==> src/rtl/int_ctrl_vec.sv <==
// Vectored, prioritised, nestable interrupt controller clocked on the falling edge of t3.
// Define INTC_LEVEL_TRIG_EN for level-sensitive requests; edge-triggered otherwise.
module int_ctrl_vec #(
    parameter int               N_SRC      = 4,
    parameter int               VEC_W      = 8,
    parameter logic [VEC_W-1:0] VEC_BASE   = 8'hE0,
    parameter int               VEC_STRIDE = 4,
    parameter int               NEST_DEPTH = 2
) (
    input  logic                              t3,
    input  logic                              clr,
    input  logic [N_SRC-1:0]                  irq,
    input  logic                              mask_wr,
    input  logic [N_SRC-1:0]                  mask_din,
    input  logic                              ei,
    input  logic                              di,
    input  logic                              take,
    input  logic                              iret,
    output logic                              int_req,
    output logic [VEC_W-1:0]                  int_vec,
    output logic [N_SRC-1:0]                  in_service,
    output logic [$clog2(NEST_DEPTH+1)-1:0]   nest_level,
    output logic                              en_int,
    output logic                              err
);
    localparam int IDX_W = (N_SRC > 1) ? $clog2(N_SRC) : 1;
    localparam int LVL_W = $clog2(NEST_DEPTH + 1);
    localparam logic [LVL_W-1:0] DEPTH_L = LVL_W'(NEST_DEPTH);

    logic [N_SRC-1:0] r_sync1, r_sync2, r_mask, r_ins;
    logic [LVL_W-1:0] r_lvl;
    logic             r_en, r_err;
    logic [VEC_W-1:0] r_vec;
    logic [IDX_W-1:0] r_stack [NEST_DEPTH];

    logic [N_SRC-1:0] w_pend, w_elig, w_win_oh, w_pop_oh;
    logic [IDX_W-1:0] w_win, w_top;
    logic [VEC_W-1:0] w_vec;
    logic             w_req, w_do_take, w_do_iret;

`ifdef INTC_LEVEL_TRIG_EN
    assign w_pend = r_sync2;
`else
    logic [N_SRC-1:0] r_sync_d, r_pend;

    // a new edge wins over the take clear so a back-to-back request is not lost
    always_ff @(negedge t3 or negedge clr) begin
        if (!clr) begin
            r_sync_d <= '0;
            r_pend   <= '0;
        end else begin
            r_sync_d <= r_sync2;
            r_pend   <= (r_pend & ~(w_do_take ? w_win_oh : '0)) | (r_sync2 & ~r_sync_d);
        end
    end
    assign w_pend = r_pend;
`endif

    assign w_elig = w_pend & ~r_mask;

    always_comb begin
        w_win = '0;
        for (int i = N_SRC - 1; i >= 0; i--)
            if (w_elig[i]) w_win = IDX_W'(i);
        w_top = '0;
        for (int k = 0; k < NEST_DEPTH; k++)
            if (r_lvl == LVL_W'(k + 1)) w_top = r_stack[k];
    end

    assign w_req     = r_en && (|w_elig) && (r_lvl < DEPTH_L) &&
                       ((r_lvl == '0) || (w_win < w_top));
    assign w_do_iret = iret && (r_lvl != '0);
    assign w_do_take = take && w_req && !iret;
    assign w_win_oh  = N_SRC'(1) << w_win;
    assign w_pop_oh  = N_SRC'(1) << w_top;
    assign w_vec     = VEC_BASE + VEC_W'(VEC_STRIDE * int'(w_win));

    always_ff @(negedge t3 or negedge clr) begin
        if (!clr) begin
            r_sync1 <= '0;
            r_sync2 <= '0;
            r_mask  <= '0;
            r_ins   <= '0;
            r_lvl   <= '0;
            r_en    <= 1'b1;
            r_err   <= 1'b0;
            r_vec   <= VEC_BASE;
            for (int k = 0; k < NEST_DEPTH; k++) r_stack[k] <= '0;
        end else begin
            r_sync1 <= irq;
            r_sync2 <= r_sync1;
            if (mask_wr) r_mask <= mask_din;

            if (w_do_iret) begin
                r_lvl <= r_lvl - LVL_W'(1);
                r_ins <= r_ins & ~w_pop_oh;
            end else if (w_do_take) begin
                r_lvl <= r_lvl + LVL_W'(1);
                r_ins <= r_ins | w_win_oh;
                r_vec <= w_vec;
                for (int k = 0; k < NEST_DEPTH; k++)
                    if (r_lvl == LVL_W'(k)) r_stack[k] <= w_win;
            end

            // take/iret override ei/di; di beats ei
            if (w_do_take)      r_en <= 1'b0;
            else if (w_do_iret) r_en <= 1'b1;
            else if (di)        r_en <= 1'b0;
            else if (ei)        r_en <= 1'b1;

            if ((take && !w_req) || (iret && r_lvl == '0) || (take && iret))
                r_err <= 1'b1;
        end
    end

    assign int_req    = w_req;
    assign int_vec    = r_vec;
    assign in_service = r_ins;
    assign nest_level = r_lvl;
    assign en_int     = r_en;
    assign err        = r_err;
endmodule

==> config.mk <==
export PLATFORM = sky130hd
export DESIGN_NAME = int_ctrl_vec
export DESIGN_NICKNAME = d
export VERILOG_FILES = /design/src/rtl/int_ctrl_vec.sv
export SDC_FILE = /design/constraint.sdc
export NUM_CORES = 1
export LEC_CHECK = 0
export CORE_MARGIN = 10
export CORE_UTILIZATION = 40
export CTS_CLUSTER_SIZE = 12
export DETAILED_ROUTE_END_ITERATION = 8
export PLACE_DENSITY_LB_ADDON = 0.08
export RECOVER_POWER = 50
export SYNTH_ARGS = -nofsm -noshare
export SYNTH_HDL_FRONTEND = slang
export SYNTH_SLANG_ARGS = --single-unit
export TNS_END_PERCENT = 20
==> constraint.sdc <==
create_clock -name t3 -period 5.5 [get_ports t3]
set_input_delay 1.1 -clock t3 [delete_from_list [all_inputs] [get_ports t3]]
set_output_delay 1.1 -clock t3 [all_outputs]
set_load 0.01 [all_outputs]
==> flow_metrics.py, run 1 <==
metrics = {
    "route": {
        "vias_per_cell": 5.030,
        "ant_nets": 0,
        "drc": 0,
        "wl_um": 4223,
        "vias": 1353,
        "wl_per_cell_um": 15.70,
        "drt_pass1_iterations": 4,
        "first_iter_violations": 77,
    },
    "global_routing": {
        "grt_use_total": 0.1221,
        "overflow": 0,
        "grt_pass1_wl_um": 7182,
        "grt_max_degree": 18,
        "grt_pass1_vias": 1501,
        "antenna_found_initial": 0,
    },
    "timing": {
        "hold_viol_final": 0,
        "fin_skew_ns": 0.04668,
        "setup_viol": 1,
        "tightestPinTransition_ns": 0.9180,
        "relSlewSlack": 0.3880,
        "rsz0062_at_grt": "true",
        "finalWorstSetupSlack_ns": -0.1124,
        "report.final.slew_viol_count": 0,
    },
    "cts": {
        "clkTransAtPathRegs_ns": 0.05,
        "clock_sinks": 34,
        "clkLatencyLatePin_ns": 0.33,
        "cts_buffer_depth": 2,
        "cts_hold_buf": 0,
        "cts_tree": "built",
        "htree_num_levels": 2,
        "cts-root-buf": "clkbuf_8",
        "numCtsBuffers": 5,
    },
    "hold_path": {
        "hp-class": "register to register",
    },
    "pwr": {
        "p_int_mw": 0.6585,
        "p_leak_nw": 1.088,
        "combPwrFrac": 0.485,
        "ir_drop_mv": 0.2403,
        "p_sw_mw": 0.3704,
        "swShare": 0.3600,
        "p_clk_frac": 0.179,
        "seqPwrFrac": 0.336,
        "cellPowerDensity_mw_per_mm2": 432.2,
    },
    "flow_run": {
        "cap_violations": 0,
    },
    "die": {
        "core_mm2": 0.004029,
        "rows": 23,
        "start_util": 0.4137,
        "io_pins": 32,
        "die_w_um": 84.55,
        "fp.dieH_um": 84.55,
        "die_area_mm2": 0.007149,
    },
    "setup_path": {
        "critical_path.startpoint": "nest_level[0]",
        "path_class": "register to output pin",
        "reg2reg_depth": 10,
        "r2r_end": "en_int",
        "r2r_setup_slack_ns": 3.34,
        "setup.worst_path.end": "int_req",
        "worstPathRequired_ns": 4.40,
        "r2r-start": "nest_level[1]",
        "setup.worst_path.end_class": "output pin",
        "startpoint_type": "register",
        "path_max_fanout": 3,
        "crit_arrival_ns": 4.51,
    },
    "cells_and_area": {
        "antenna_cells": 0,
        "finalInstanceArea_mm2": 0.002381,
        "nets": 236,
        "syn2layout_area_growth_pct": 42.87,
        "finalCoreUtilization": 0.5910,
        "drive_gt1_frac": 0.3562,
    },
    "logic_synthesis": {
        "yosysUniqueCellTypes": 54,
        "synth-seq-cells": 34,
        "ys_warn_count": 0,
        "async_flop_share": 1.000,
        "yosysSeqAreaShare": 0.5113,
        "syn_area_mm2": 0.001667,
        "synth_edf_count": 0,
        "synth_area_per_cell_um2": 11.11,
        "synthCells": 150,
        "synthFlopType": "dfrtn_1",
    },
    "placement": {
        "io_buffers": 25,
        "dpl.hpwl_um": 3266,
        "dpl_cell_area_mm2": 0.002177,
        "place.gp.congestion": 0.9063,
    },
    "run_status": {
        "violations": "negative setup slack",
        "outcome": "finished with violations",
    },
}
sequential cells by signal, summed over array words and instances, names as in the netlist:
register    flops
int_vec         2
nest_level      2
err             1
r_sync2         4
r_sync1         4
r_mask          4
r_stack         4
r_sync_d        4
in_service      4
r_pend          4
en_int          1
worst max-delay path, stage by stage, from the launching register on:
cell	delay (ns)
dfrtn_1	0.44
buf_4	0.13
ha_4	0.15
nand3b_1	0.12
nand2_2	0.11
o21ai_2	0.08
a211oi_2	0.25
buf_2	0.18
synth_stat cells, types with 2 or more instances:
library cell	count	area share
dfrtn_1	33	0.50
nand2_1	13	0.029
inv_1	8	0.018
nor2_1	8	0.018
o21ai_0	8	0.024
a21oi_1	7	0.021
buf_4	6	0.027
mux2_2	4	0.027
nor2b_1	4	0.015
nor3_1	4	0.012
ha_1	3	0.023
nand3_1	3	0.0090
a22o_1	2	0.011
conb_1	2	0.0045
nand2_2	2	0.0075
nand2b_1	2	0.0075
o21a_1	2	0.0090
o311ai_0	2	0.011
o31ai_1	2	0.0090
power by group through the flow:
| stage | clock network, mW | registers [mW] | logic [mW] |
|---|---|---|---|
| floorplan | 0.00228 | 0.355 | 0.214 |
| global placement | 0.00228 | 0.346 | 0.425 |
| detailed placement | 0.00228 | 0.348 | 0.431 |
| CTS | 0.190 | 0.346 | 0.494 |
| global route | 0.206 | 0.353 | 0.543 |
| finish | 0.185 | 0.346 | 0.499 |
timing repair:
action / in CTS / in global routing
resized for setup: 19 / 1
setup endpoints to repair: 1 / 1
pin swaps: 4 / 0
setup buffers: 8 / 0
hold endpoints to repair: 0 / 0
cells in the final DEF, fill, tap and decap left out, types with 2 or more instances in the layout:
master and instances:
o31ai_1 2, nand2_1 10, clkdlybuf4s50_1 19, a21oi_2 2, dlygate4sd3_1 5, nand3_1 3
conb_1 6, a21oi_1 6, ha_4 2, dfrtn_1 33, a22o_1 2, clkbuf_8 5
mux2_2 4, buf_4 39, inv_1 7, nor3_1 3, nand2b_1 2, nand2_2 4
nor2b_1 4, o21a_1 2, nor2_1 8, clkbuf_1 2, o21ai_0 7
area by class of cell:
cell class / instances / area (µm²)
repair buffers: 66 / 545.5
multi-input cells: 103 / 802.0
fillers: 346 / 1648
clock inverters: 4 / 23.77
inverters: 7 / 26.28
clock buffers: 5 / 68.82
well taps: 50 / 62.56
flip-flops and latches: 34 / 852.1
kinds of logic after synthesis:
logic type,count (synthesis),synth area share
multiplexers,5,0.03303
AND/OR/NAND/NOR,49,0.1734
other,2,0.004506
AO/OA/AOI/OAI,38,0.1862
buffers and inverters,17,0.05705
flip-flops,34,0.5113
adder cells (fa/ha/maj),4,0.02928
XOR/XNOR,1,0.005256
routing by layer:
| metal | routed length [µm] | up-vias | global-route usage |
|---|---|---|---|
| li1 | - | 652 | - |
| met1 | 1739 | 654 | 0.1285 |
| met2 | 2160 | 37 | 0.2135 |
| met3 | 232 | 10 | 0.04444 |
| met4 | 91 | 0 | 0.05240 |
| met5 | 0 | - | 0 |
stage by stage:
| stage | worst slack, ns | setup TNS, ns | hold WS, ns | instances | total power [mW] |
|---|---|---|---|---|---|
| 6_report | -0.1124 | -0.1124 | 0.3006 | 269 | 1.029 |
| 5_1_grt | -0.1860 | -0.1860 | 0.3071 | 269 | 1.102 |
| 4_1_cts | -0.06902 | -0.06902 | 0.3030 | 269 | 1.030 |
| 3_5_place_dp | -0.3461 | -0.3838 | 0.3030 | 253 | 0.7807 |
| 3_3_place_gp | -0.3149 | -0.3505 | 0.2949 | 253 | 0.7735 |
| 2_1_floorplan | 0.03300 | 0 | 0.2917 | 154 | 0.5708 |
worst min path at each step:
stage,from,end,slack [ns],cells past startpoint
after floorplan,r_sync1[0],r_sync2[0],0.29,0
after global placement,r_sync1[0],r_sync2[0],0.29,0
after detailed placement,r_sync1[0],r_sync2[0],0.30,0
after CTS,r_sync1[0],r_sync2[0],0.30,0
after global routing,r_sync1[3],r_sync2[3],0.31,0
final,r_sync1[0],r_sync2[0],0.30,0
No activity file was read; power rests on OpenSTA's default activity.
==> run 2: changes to the inputs <==
--- a/config.mk
+++ b/config.mk
@@ -5,12 +5,13 @@
 export SDC_FILE = /design/constraint.sdc
 export NUM_CORES = 1
 export LEC_CHECK = 0
+export CAP_MARGIN = 0
 export CORE_MARGIN = 10
 export CORE_UTILIZATION = 40
 export CTS_CLUSTER_SIZE = 12
 export DETAILED_ROUTE_END_ITERATION = 8
 export PLACE_DENSITY_LB_ADDON = 0.08
-export RECOVER_POWER = 50
+export RECOVER_POWER = 100
 export SYNTH_ARGS = -nofsm -noshare
 export SYNTH_HDL_FRONTEND = slang
 export SYNTH_SLANG_ARGS = --single-unit
==> run 2 against run 1 <==
  * Combinational power is 3% lower
  * Cell count is the same
  * First-iteration DRC count down 19%
  * The flow still finishes with violations (negative setup slack)
  * Clock skew hardly changed
  * Die area stayed put
  * Wire length rose by 0.57%
  * Global-route usage unchanged
  * Via count rose by 1.1%
  * Design area is 1.0% lower
  * Clock power is essentially flat
==> flow_metrics.py, run 2 (synthesized netlist as in run 1, its figures left out) <==
metrics = {
    "cells_and_area": {
        "layout_common_cells": "buf_4, dfrtn_1, dlygate4sd3_1",
        "fill_cells": 350,
        "finalInstanceArea_mm2": 0.002357,
        "final_common_cell": "buf_4",
        "nets": 236,
        "drive_gt1_frac": 0.3425,
        "antenna_cells": 0,
        "syn2layout_area_growth_pct": 41.44,
    },
    "die": {
        "fp.dieH_um": 84.55,
        "die_w_um": 84.55,
        "core_mm2": 0.004029,
        "rows": 23,
        "die_area_mm2": 0.007149,
        "io_pins": 32,
        "start_util": 0.4137,
    },
    "setup_path": {
        "critPathSlowestCell": "dfrtn_1",
        "r2r_setup_slack_ns": 3.34,
        "critical_path.startpoint": "nest_level[0]",
        "reg2reg_depth": 10,
        "path_buf_inv": 2,
        "path_max_fanout": 3,
        "worstPathRequired_ns": 4.40,
        "path_class": "register to output pin",
        "slowest_delay_ns": 0.44,
        "setup.worst_path.end_class": "output pin",
        "path_delay_family": "flip-flops",
        "r2r-start": "nest_level[1]",
        "crit_arrival_ns": 4.50,
        "startpoint_type": "register",
        "r2r_end": "en_int",
        "crit_chain": "buf_4 > ha_4 > nand3b_1 > nand2_2 > o21ai_2 > a211oi_2 > buf_2",
    },
    "route": {
        "drc": 0,
        "vias_per_cell": 5.086,
        "wl_per_cell_um": 15.79,
        "vias": 1368,
        "ant_nets": 0,
        "wl_um": 4247,
        "drt_pass1_iterations": 4,
        "first_iter_violations": 62,
    },
    "global_routing": {
        "antenna_found_initial": 0,
        "grt_use_total": 0.1221,
        "overflow": 0,
        "grt_max_degree": 18,
        "grt_pass1_wl_um": 7182,
        "grt_pass1_vias": 1501,
    },
    "pwr": {
        "fin_total_pwr_mw": 1.015,
        "cellPowerDensity_mw_per_mm2": 430.6,
        "p_leak_nw": 1.091,
        "ir_drop_mv": 0.2370,
    },
    "cts": {
        "htree_num_levels": 2,
        "cts-root-buf": "clkbuf_8",
        "cts_buffer_depth": 2,
        "clock_sinks": 34,
        "clkLatencyLatePin_ns": 0.34,
        "numCtsBuffers": 5,
        "cts_tree": "built",
        "clkTransAtPathRegs_ns": 0.05,
    },
    "hold_path": {
        "whs_endpoint": "r_sync2[0]",
        "hp-class": "register to register",
        "hold_depth": 0,
        "hp-start": "r_sync1[0]",
    },
    "placement": {
        "io_buffers": 25,
        "dpl.hpwl_um": 3266,
        "dpl_cell_area_mm2": 0.002177,
        "place.gp.congestion": 0.9063,
        "place_ws_ns": -0.3461,
    },
    "timing": {
        "rsz0062_at_grt": "true",
        "finalWorstSetupSlack_ns": -0.09615,
        "whs_ns": 0.3007,
        "fin_skew_ns": 0.04664,
        "relSlewSlack": 0.3872,
        "hold_viol_final": 0,
        "setup_viol": 4,
        "tightestPinTransition_ns": 0.9193,
        "setup_tns_ns": -0.1972,
        "report.final.slew_viol_count": 0,
    },
    "run_status": {
        "violations": "negative setup slack",
        "outcome": "finished with violations",
    },
    "flow_run": {
        "cap_violations": 0,
    },
}
run 2: where the power goes:
part	leakage (nW)	total, mW	switching [mW]	internal, mW
combinational	0.648	0.486	0.236	0.250
clock	0.0475	0.185	0.0946	0.0899
sequential	0.395	0.345	0.0365	0.308
total	1.09	1.02	0.367	0.648
run 2: worst max-delay path by stage:
stage / endpoint / slack, ns / depth (start not counted)
floorplan: int_req / 0.03 / 7
global placement: int_req / -0.31 / 7
detailed placement: int_req / -0.35 / 7
CTS: int_req / -0.07 / 7
global route: int_req / -0.19 / 7
finish: int_req / -0.1 / 7
run 2: final cells by class:
class                           instances  area (µm²)  share of cell area
Sequential cell                        34       852.1              0.3615
Multi-Input combinational cell        103       782.0              0.3317
Timing Repair Buffer                   66       541.8              0.2298
Clock buffer                            5       68.82             0.02919
Tap cell                               50       62.56             0.02654
Inverter                                7       26.28             0.01115
Clock inverter                          4       23.77             0.01008
run 2: what timing repair did:
action | in CTS | in global routing
pin swaps | 4 | 0
buffers inserted | 8 | 0
setup endpoints to repair | 1 | 1
resized for setup | 19 | 1
hold endpoints to repair | 0 | 0
hold buffers | 0 | 0
run 2: layer usage:
layer,part of all wire,vias to the layer above,GRT usage
li1,-,651,-
met1,0.41,667,0.1285
met2,0.51,40,0.2135
met3,0.053,10,0.04444
met4,0.023,0,0.05240
met5,0,-,0
run 2: per-stage QoR:
stage | std cells | util
2_1_floorplan | 154 | -
3_5_place_dp | 253 | 0.5404
3_3_place_gp | 253 | 0.5404
6_report | 269 | 0.5851
5_1_grt | 269 | 0.5851
4_1_cts | 269 | 0.5922
